<file path="config.mk">
export PLATFORM = sky130hd
export DESIGN_NAME = fft_band_energy_flat
export DESIGN_NICKNAME = d
export VERILOG_FILES = /design/src/rtl/fft_band_energy_if.sv /design/src/rtl/fft_band_energy.sv /design/src/flat_wrapper.sv
export SDC_FILE = /design/constraint.sdc
export NUM_CORES = 2
export LEC_CHECK = 0
export CAP_MARGIN = 10
export CORE_UTILIZATION = 40
export CTS_BUF_LIST = sky130_fd_sc_hd__clkbuf_16
export CTS_CLUSTER_SIZE = 14
export DETAILED_ROUTE_END_ITERATION = 8
export HOLD_SLACK_MARGIN = 0.05
export SYNTH_ARGS = -nofsm -noshare
export SYNTH_HDL_FRONTEND = slang
export SYNTH_SLANG_ARGS = --single-unit
</file>
<file path="constraint.sdc">
create_clock -name clk -period 7 [get_ports clk]
set_input_delay 1.4 -clock clk [delete_from_list [all_inputs] [get_ports clk]]
set_output_delay 1.4 -clock clk [all_outputs]
set_load 0.05 [all_outputs]
</file>
<file path="src/rtl/fft_band_energy_if.sv">
// fft_band_energy_if
//   Output stream of fft_core as seen by fft_band_energy: one spectral bin
//   per cycle while dv is high.
//
//   dv        sample valid; the bin is consumed on every cycle dv=1
//   xk_index  bin index, FFT_LOG2N bits
//   xk_re     signed 16-bit real part
//   xk_im     signed 16-bit imaginary part
//
//   master: the FFT side (drives the stream)
//   slave : the band-energy side (consumes the stream)
interface fft_band_energy_if #(
  parameter int FFT_LOG2N = 10
) ();
  logic                 dv;
  logic [FFT_LOG2N-1:0] xk_index;
  logic signed [15:0]   xk_re;
  logic signed [15:0]   xk_im;

  modport master (output dv, output xk_index, output xk_re, output xk_im);
  modport slave  (input  dv, input  xk_index, input  xk_re, input  xk_im);
endinterface

</file>
<file path="src/rtl/fft_band_energy.sv">
// fft_band_energy
//   Squares the magnitude of each lower-half FFT bin, accumulates the results
//   into NUM_BANDS equal-width bands and publishes the band vector once per
//   completed frame. A frame is the contiguous index run 0 .. 2^FFT_LOG2N-1;
//   dv may drop for any number of cycles inside a frame.
//
//   Optional feature: define BEAT_DETECT_EN to enable a band-0 beat detector
//   that compares each new frame against a running average.
//
// Ports
//   clk          system clock, rising edge
//   rst_n        asynchronous active-low reset
//   fft          stream input (dv, xk_index, xk_re, xk_im), slave modport
//   band_energy  published energies, band b at [b*ENERGY_W +: ENERGY_W]
//   frame_done   one-cycle pulse, band_energy updated the same cycle
//   frame_err    one-cycle pulse on an aborted or malformed frame
//   busy         a frame is in progress or the pipeline holds data
//   beat         one-cycle beat pulse (constant 0 without BEAT_DETECT_EN)
module fft_band_energy #(
  parameter  int FFT_LOG2N  = 10,
  parameter  int BANDS_LOG2 = 3,
  parameter  int ENERGY_W   = 40,
  localparam int NUM_BANDS  = 1 << BANDS_LOG2
) (
  input  logic                          clk,
  input  logic                          rst_n,
  fft_band_energy_if.slave              fft,
  output logic [NUM_BANDS*ENERGY_W-1:0] band_energy,
  output logic                          frame_done,
  output logic                          frame_err,
  output logic                          busy,
  output logic                          beat
);

  localparam logic [0:0] ST_IDLE  = 1'b0;
  localparam logic [0:0] ST_ACCUM = 1'b1;

  localparam logic [FFT_LOG2N-1:0] IDX_ZERO = '0;
  localparam logic [FFT_LOG2N-1:0] IDX_ONE  = {{(FFT_LOG2N-1){1'b0}}, 1'b1};
  localparam logic [FFT_LOG2N-1:0] IDX_LAST = '1;

  logic [0:0]           state, state_nxt;
  logic [FFT_LOG2N-1:0] last_idx;

  // Sequence check decisions made on the raw input sample
  logic take, take_first, take_last, seq_err;

  // Stage 1: accepted sample
  logic                  s1_valid, s1_first, s1_last, s1_keep;
  logic [BANDS_LOG2-1:0] s1_band;
  logic signed [15:0]    s1_re, s1_im;

  // Stage 2: squared components
  logic                  s2_valid, s2_first, s2_last, s2_keep;
  logic [BANDS_LOG2-1:0] s2_band;
  logic signed [31:0]    s2_re2, s2_im2;

  // Stage 3: magnitude and accumulation
  logic [31:0]                   mag;
  logic [ENERGY_W-1:0]           mag_ext;
  logic [ENERGY_W-1:0]           acc     [NUM_BANDS];
  logic [ENERGY_W-1:0]           acc_nxt [NUM_BANDS];
  logic [NUM_BANDS*ENERGY_W-1:0] acc_pack;

  // ---------------------------------------------------------------------------
  // Frame sequencing
  // ---------------------------------------------------------------------------
  always_comb begin
    // NOTE: every output of a combinational block gets a default first, so no
    // path through the case statement leaves a value held (which would be a latch).
    state_nxt  = state;
    take       = 1'b0;
    take_first = 1'b0;
    take_last  = 1'b0;
    seq_err    = 1'b0;
    if (fft.dv) begin
      case (state)
        ST_IDLE: begin
          // Anything other than bin 0 is ignored until a frame starts.
          if (fft.xk_index == IDX_ZERO) begin
            take       = 1'b1;
            take_first = 1'b1;
            state_nxt  = ST_ACCUM;
          end
        end
        default: begin
          if (fft.xk_index == last_idx + IDX_ONE) begin
            take = 1'b1;
            if (fft.xk_index == IDX_LAST) begin
              take_last = 1'b1;
              state_nxt = ST_IDLE;
            end
          end else if (fft.xk_index == IDX_ZERO) begin
            // A fresh bin 0 mid-frame restarts the frame in place.
            seq_err    = 1'b1;
            take       = 1'b1;
            take_first = 1'b1;
          end else begin
            seq_err   = 1'b1;
            state_nxt = ST_IDLE;
          end
        end
      endcase
    end
  end

  // NOTE: all clocked state uses non-blocking assignments so every register
  // samples the pre-edge values of the others, independent of block order.
  always_ff @(posedge clk or negedge rst_n) begin
    if (!rst_n) begin
      state     <= ST_IDLE;
      last_idx  <= '0;
      frame_err <= 1'b0;
    end else begin
      state     <= state_nxt;
      frame_err <= seq_err;
      if (take) last_idx <= fft.xk_index;
    end
  end

  // ---------------------------------------------------------------------------
  // Pipeline control (valids and frame markers)
  // ---------------------------------------------------------------------------
  always_ff @(posedge clk or negedge rst_n) begin
    if (!rst_n) begin
      s1_valid <= 1'b0;
      s1_first <= 1'b0;
      s1_last  <= 1'b0;
      s2_valid <= 1'b0;
      s2_first <= 1'b0;
      s2_last  <= 1'b0;
    end else begin
      s1_valid <= take;
      s1_first <= take_first;
      s1_last  <= take_last;
      s2_valid <= s1_valid;
      s2_first <= s1_first;
      s2_last  <= s1_last;
    end
  end

  // NOTE: pure datapath registers carry no reset; the valid bits above decide
  // whether their contents are ever used.
  always_ff @(posedge clk) begin
    s1_keep <= ~fft.xk_index[FFT_LOG2N-1];
    s1_band <= fft.xk_index[FFT_LOG2N-2 -: BANDS_LOG2];
    s1_re   <= fft.xk_re;
    s1_im   <= fft.xk_im;
    s2_keep <= s1_keep;
    s2_band <= s1_band;
    s2_re2  <= s1_re * s1_re;
    s2_im2  <= s1_im * s1_im;
  end

  // ---------------------------------------------------------------------------
  // Magnitude and band accumulation
  // ---------------------------------------------------------------------------
  // Each square is at most 2^30, so the unsigned sum fits in 32 bits.
  assign mag     = $unsigned(s2_re2) + $unsigned(s2_im2);
  assign mag_ext = {{(ENERGY_W-32){1'b0}}, mag};

  always_comb begin
    for (int b = 0; b < NUM_BANDS; b++) begin
      // Bin 0 clears every band, so its own band ends up loaded with mag.
      acc_nxt[b] = (s2_valid && s2_first) ? '0 : acc[b];
      if (s2_valid && s2_keep && (s2_band == BANDS_LOG2'(b)))
        acc_nxt[b] = acc_nxt[b] + mag_ext;
    end
  end

  always_comb begin
    acc_pack = '0;
    for (int b = 0; b < NUM_BANDS; b++)
      acc_pack[b*ENERGY_W +: ENERGY_W] = acc_nxt[b];
  end

  always_ff @(posedge clk or negedge rst_n) begin
    if (!rst_n) begin
      for (int b = 0; b < NUM_BANDS; b++) acc[b] <= '0;
      band_energy <= '0;
      frame_done  <= 1'b0;
    end else begin
      for (int b = 0; b < NUM_BANDS; b++) acc[b] <= acc_nxt[b];
      frame_done <= s2_valid && s2_last;
      // Publish includes the last bin's contribution, taken from acc_nxt.
      if (s2_valid && s2_last) band_energy <= acc_pack;
    end
  end

  assign busy = (state == ST_ACCUM) | s1_valid | s2_valid;

  // ---------------------------------------------------------------------------
  // Beat detector on band 0
  // ---------------------------------------------------------------------------
`ifdef BEAT_DETECT_EN
  logic [ENERGY_W-1:0]      avg;
  logic                     avg_seeded;
  logic [ENERGY_W-1:0]      e_band0;
  logic signed [ENERGY_W:0] avg_diff;
  logic signed [ENERGY_W:0] avg_step;

  assign e_band0  = band_energy[ENERGY_W-1:0];
  assign avg_diff = $signed({1'b0, e_band0}) - $signed({1'b0, avg});
  assign avg_step = avg_diff >>> 3;

  always_ff @(posedge clk or negedge rst_n) begin
    if (!rst_n) begin
      avg        <= '0;
      avg_seeded <= 1'b0;
      beat       <= 1'b0;
    end else begin
      beat <= 1'b0;
      if (frame_done) begin
        if (!avg_seeded) begin
          avg        <= e_band0;
          avg_seeded <= 1'b1;
        end else begin
          beat <= (avg != '0) && ({1'b0, e_band0} > {avg, 1'b0});
          // Modular add of the sign-extended step gives avg + (e-avg)/8.
          avg  <= avg + avg_step[ENERGY_W-1:0];
        end
      end
    end
  end
`else
  assign beat = 1'b0;
`endif

endmodule

</file>
<file path="src/flat_wrapper.sv">
// flat-port wrapper written by rule: the top's interface ports become plain ports
module fft_band_energy_flat 
#(
  parameter  int FFT_LOG2N  = 10,
  parameter  int BANDS_LOG2 = 3,
  parameter  int ENERGY_W   = 40,
  localparam int NUM_BANDS  = 1 << BANDS_LOG2
)
  (clk, rst_n, band_energy, frame_done, frame_err, busy, beat, fft_dv, fft_xk_index, fft_xk_re, fft_xk_im);
  fft_band_energy_if #(.FFT_LOG2N(FFT_LOG2N)) fft_i ();
  input  logic clk;
  input  logic rst_n;
  output logic [NUM_BANDS*ENERGY_W-1:0] band_energy;
  output logic frame_done;
  output logic frame_err;
  output logic busy;
  output logic beat;
  input wire logic [$bits(fft_i.dv)-1:0] fft_dv;
  input wire logic [$bits(fft_i.xk_index)-1:0] fft_xk_index;
  input wire logic [$bits(fft_i.xk_re)-1:0] fft_xk_re;
  input wire logic [$bits(fft_i.xk_im)-1:0] fft_xk_im;
  assign fft_i.dv = fft_dv;
  assign fft_i.xk_index = fft_xk_index;
  assign fft_i.xk_re = fft_xk_re;
  assign fft_i.xk_im = fft_xk_im;
  fft_band_energy #(.FFT_LOG2N(FFT_LOG2N), .BANDS_LOG2(BANDS_LOG2), .ENERGY_W(ENERGY_W)) u_core (.clk(clk), .rst_n(rst_n), .fft(fft_i), .band_energy(band_energy), .frame_done(frame_done), .frame_err(frame_err), .busy(busy), .beat(beat));
endmodule
</file>
# Word-level counts from Yosys, hierarchy flattened
# Index checks and enable logic that the tools add are counted.
[op_classes]
n_addsub = 10
mul = 2
n_mux = 33
n_reduce_logical = 13
n_bitwise = 3
eq_ne = 9
[op_table]
columns = ["cell", "n"]
rows = [
  ["$mux W40", 16],
  ["$add A40 B32 Y40", 8],
  ["$mul A16 B16 Y32", 2],
  ["$add A32 B32 Y32", 1],
  ["$mux W1", 17],
  ["$eq A3 B3 Y1 const B", 4],
  ["$logic_and A1 B1 Y1", 11],
  ["$add A10 B1 Y10 const B", 1],
  ["$eq A10 B10 Y1", 1],
  ["$eq A10 B10 Y1 const B", 1],
  ["$logic_not A10 Y1", 1],
  ["$eq A3 B2 Y1 const B", 2],
  ["$eq A3 B1 Y1 const B", 1],
  ["$logic_not A3 Y1", 1],
  ["$or A1 B1 Y1", 2],
  ["$not A1 Y1", 1],
]
[totals]
input_bits = 45
wordCells = 97
ff_bits = 763

# Longest topological paths before layout
[depth]
ltp_word = 5
ltp_mapped = 26
ltp_nobuf = 25

# Worst setup path after synthesis
# No wires, ideal clock.
[synth_path]
kind = "register to register"
startpoint = "register u_core.s1_re[15]"
endpoint = "register u_core.s2_re2[30]"
arrival_ns = 6.414
synth_period_minus_slack_ns = 6.486
setup_ns = 0.072
setup_slack_ns = 0.514
t_required_ns = 6.928
path_stages_with_launch = 24
path_cell_list = "dfxtp_1 clkbuf_1 inv_1 buf_1 nor2_1 fa_1 fa_1 fa_1 fa_1 fa_1 inv_1 fa_1 inv_1 ha_1 and4_1 and2_1 a2bb2oi_1 a21boi_1 o21ai_1 a41o_1 o41a_1 a211o_1 a21oi_1 xnor2_1"
[synth_between]
elab_chain_len = 1
[synth_rtl]
columns = ["element", "line_no", "text"]
rows = [
  ["start: declaration", "fft_band_energy.sv:51", "logic signed [15:0] s1_re, s1_im;"],
  ["start signal: assignment", "fft_band_energy.sv:147", "s1_re <= fft.xk_re;"],
  ["$mul A16 B16 Y32", "fft_band_energy.sv:151", "s2_re2 <= s1_re * s1_re;"],
  ["end signal: assignment", "fft_band_energy.sv:151", ""],
  ["end: declaration", "fft_band_energy.sv:56", "logic signed [31:0] s2_re2, s2_im2;"],
]
# No other way between the ends.
# A chain may end at the register's enable or synchronous reset.

# Final worst setup path
[layout_path]
startpoint = "register u_core.s1_re[2]"
endpoint = "register u_core.s2_re2[30]"
# Same word-level chain as after synthesis.

==> impl_metrics.tcl <==
set metrics [dict create \
    grt_overflow 0 \
    drtPass1Iterations 7 \
    post_dp_cell_area_um2 67500 \
    die_x_um 392 \
    ys_warn_count 0 \
    syn-num-nets 7584 \
    drt_iter0_markers 2846 \
    setup_violations 0 \
    avgViaCountPerCell 5.21 \
    slowest_stage "fa_2" \
    timing.rr.end "u_core.s2_re2[30]" \
    slew_headroom_pct 31.3 \
    ant_nets 0 \
    rsz0062_at_grt "false" \
    cp.required_ps 7600 \
    cts_root_buffer "clkbuf_16" \
    cp_max_fo 9 \
    syn-cell-area_um2 60800 \
    ys.flop_type "dfrtp_1" \
    critPathKind "reg -> reg" \
    fin_crit_ps 6640 \
    drive_gt1_share_pct 8.46 \
    die_area_um2 154000 \
    grt_max_degree 165 \
    clk_pin_slew_ps 60 \
    reg2reg_setup_slack_ps 360 \
    drv_cap 0 \
    ys_types 93 \
    pin_count 369 \
    synth_compound_area_share_pct 13.0 \
    core_area_um2 150000 \
    htreeDepth 3 \
    initial_core_util_pct 40.4 \
    fin_setup_tns_ps 0 \
    cts_hold_buffers 0 \
    seq_area_frac_synth_pct 30.5 \
    synthXorXnorAreaFrac_pct 5.68 \
    cp.arrival_ps 7240 \
    whs_ps 338 \
    path_cells "buf_4, inv_1, nor2_2, fa_2, fa_1, fa_1, fa_1, fa_1, inv_1, fa_1, inv_1, ha_1, and4_1, and2_1, a2bb2oi_2, a21boi_1, o21ai_1, a41o_1, o41a_1, a211o_1, a21oi_1, xnor2_1" \
    crit_path_frequent_cell "fa_1" \
    synthAdderAreaFrac_pct 25.3 \
    die_height_um 392 \
    worst_pin_slew_ps 1030 \
    routabilityCongestion 0.901 \
    wl_per_cell_um 19.5 \
    synth-seq-cells 761 \
    clock_skew_ps 61.1 \
    synth_edf_count 0 \
    status "completed" \
    antenna_found_initial 6 \
    fmax_mhz 151 \
    fin_nets 7950 \
    synthSimpleGateAreaFrac_pct 15.0 \
    grtUsageTotal_pct 23.1 \
    synth.mux.area_fraction_pct 4.02 \
    clk_latency_ps 740 \
    n_fill_cell 14400 \
    cts_sinks 761 \
    startpoint_type "flip-flop" \
    syn2layout_area_growth_pct 16.1 \
    crit_path_end "u_core.s2_re2[30]" \
    worstSetupStartpoint "u_core.s1_re[2]" \
    clock_path_buffers 3 \
    min_period_over_period_pct 94.8 \
    place_ws_ps 212 \
    final_cell_area_um2 70600 \
    reg2regPathDepth 22 \
    vias 47200 \
    fin_ws_ps 362 \
    netlist_instances 6596 \
    cts_tree "done" \
    r2r_start "u_core.s1_re[2]" \
    slowest_delay_ps 560 \
    endpoint_kind "flip-flop" \
    cts_buffers 92 \
    grt_pass1_wl_um 274000 \
    maxSlewViolCount 0 \
    final_hold_viol_count 0 \
    routed_wl_um 176000 \
    synth_top_family_by_area "adder cells" \
    synth-async-reset-ratio_pct 86.6 \
    drc 0 \
    rows 142 \
    synth.avg_cell_area_um2 9.22 \
    place_hpwl_um 137000 \
    grt_pass1_vias 47900 \
    hold_path_class "reg -> reg" \
    io_buffers 367 \
]
-- state kept, by name (all words and copies together), names as in the netlist, 3 cells and up --
signal,count
u_core.acc,320
u_core.band_energy,320
u_core.s2_im2,31
u_core.s2_re2,31
u_core.s1_im,16
u_core.s1_re,16
u_core.last_idx,10
u_core.s1_band,3
u_core.s2_band,3
-- placed cells by master (no fill, tap or decap), types with 207 or more instances in the layout --
cell / Yosys / final
nand2_1: 970 / 968
clkdlybuf4s50_1: 0 / 366
nor2_1: 307 / 301
xnor2_1: 267 / 248
ha_1: 467 / 467
and2_1: 237 / 236
fa_1: 476 / 475
dfrtp_1: 659 / 659
o21ai_0: 319 / 319
a21oi_1: 325 / 324
mux2_2: 207 / 207
inv_1: 821 / 835
-- final cells by class --
cell class                      instances  area, um2  share of cell area, %
Antenna cell                            1       2.50                0.00355
Clock inverter                         76        737                   1.04
Inverter                              822       3090                   4.38
Timing Repair Buffer                  505       4790                   6.79
Tap cell                             2016       2520                   3.57
Sequential cell                       761      18500                   26.3
Multi-Input combinational cell       4780      38600                   54.7
Clock buffer                           93       2330                   3.30
-- synth_stat cells, drive strengths merged (36+ instances only) --
library cell    n  area (um2)
nor2b          58         363
nand2         970        3640
and3           74         468
xor2          127        1110
dfxtp         102        2040
a21o          181        1360
o21ai         334        1680
and2          241        1510
mux2          208        2350
o211ai         38         290
nand3         102         510
o21bai         41         308
nand2b         36         225
clkbuf        216         811
a21oi         328        1650
nor2          307        1150
nor3           54         270
xnor2         267        2340
a31oi          44         275
inv           821        3080
nand4          54         338
dfrtp         659       16500
ha            467        5840
o21a           45         338
fa            476        9530
-- worst min-delay path by stage --
stage / cells after the start / startpoint / slack (ps) / endpoint
final: 0 / u_core.s1_band[1] / 340 / u_core.s2_band[1]
after CTS: 0 / u_core.s1_band[1] / 340 / u_core.s2_band[1]
after detailed placement: 0 / u_core.s1_keep / 310 / u_core.s2_keep
after global routing: 0 / u_core.s1_keep / 350 / u_core.s2_keep
after global placement: 0 / u_core.s1_keep / 310 / u_core.s2_keep
after floorplan: 0 / u_core.s1_band[0] / 310 / u_core.s2_band[0]
-- worst max-delay path, delay by kind of cell (launching register included) --
kind	cells	cell delay (ps)
adder cells (fa/ha/maj)	7	3380
AO/OA/AOI/OAI	7	1590
AND/OR/NAND/NOR	3	610
buffers and inverters	4	400
flip-flops	1	390
XOR/XNOR	1	140
-- metal layers --
metal / routed length [um] / global-route usage (%) / up-vias
li1: - / - / 22600
met1: 79900 / 31.7 / 23300
met2: 81400 / 37.4 / 1056
met3: 9320 / 3.48 / 239
met4: 5910 / 7.38 / 0
met5: 0 / 0 / -
-- logic make-up after synthesis --
| kind of cell | Yosys count |
|---|---|
| adders and majority gates | 943 |
| muxes | 218 |
| and+or+nand+nor | 1986 |
| other | 1 |
| DFF | 761 |
| xor gates and xnor gates | 394 |
| buffers and inverters | 1055 |
| AOI/OAI and AO/OA | 1238 |
-- repair_timing --
item                       in CTS  in global routing
setup endpoints to repair       0                  2
gates resized for setup         0                  6
setup buffers                   0                  0
-- through the flow --
stage	utilization (%)	cells
floorplan	-	6596
global placement	44.9	8884
detailed placement	44.9	8884
CTS	46.9	9053
global route	47.0	9053
finish	47.0	9054
Power is not shown: default switching activity piles up to over one toggle a cycle in this logic, so the estimate is an artifact.
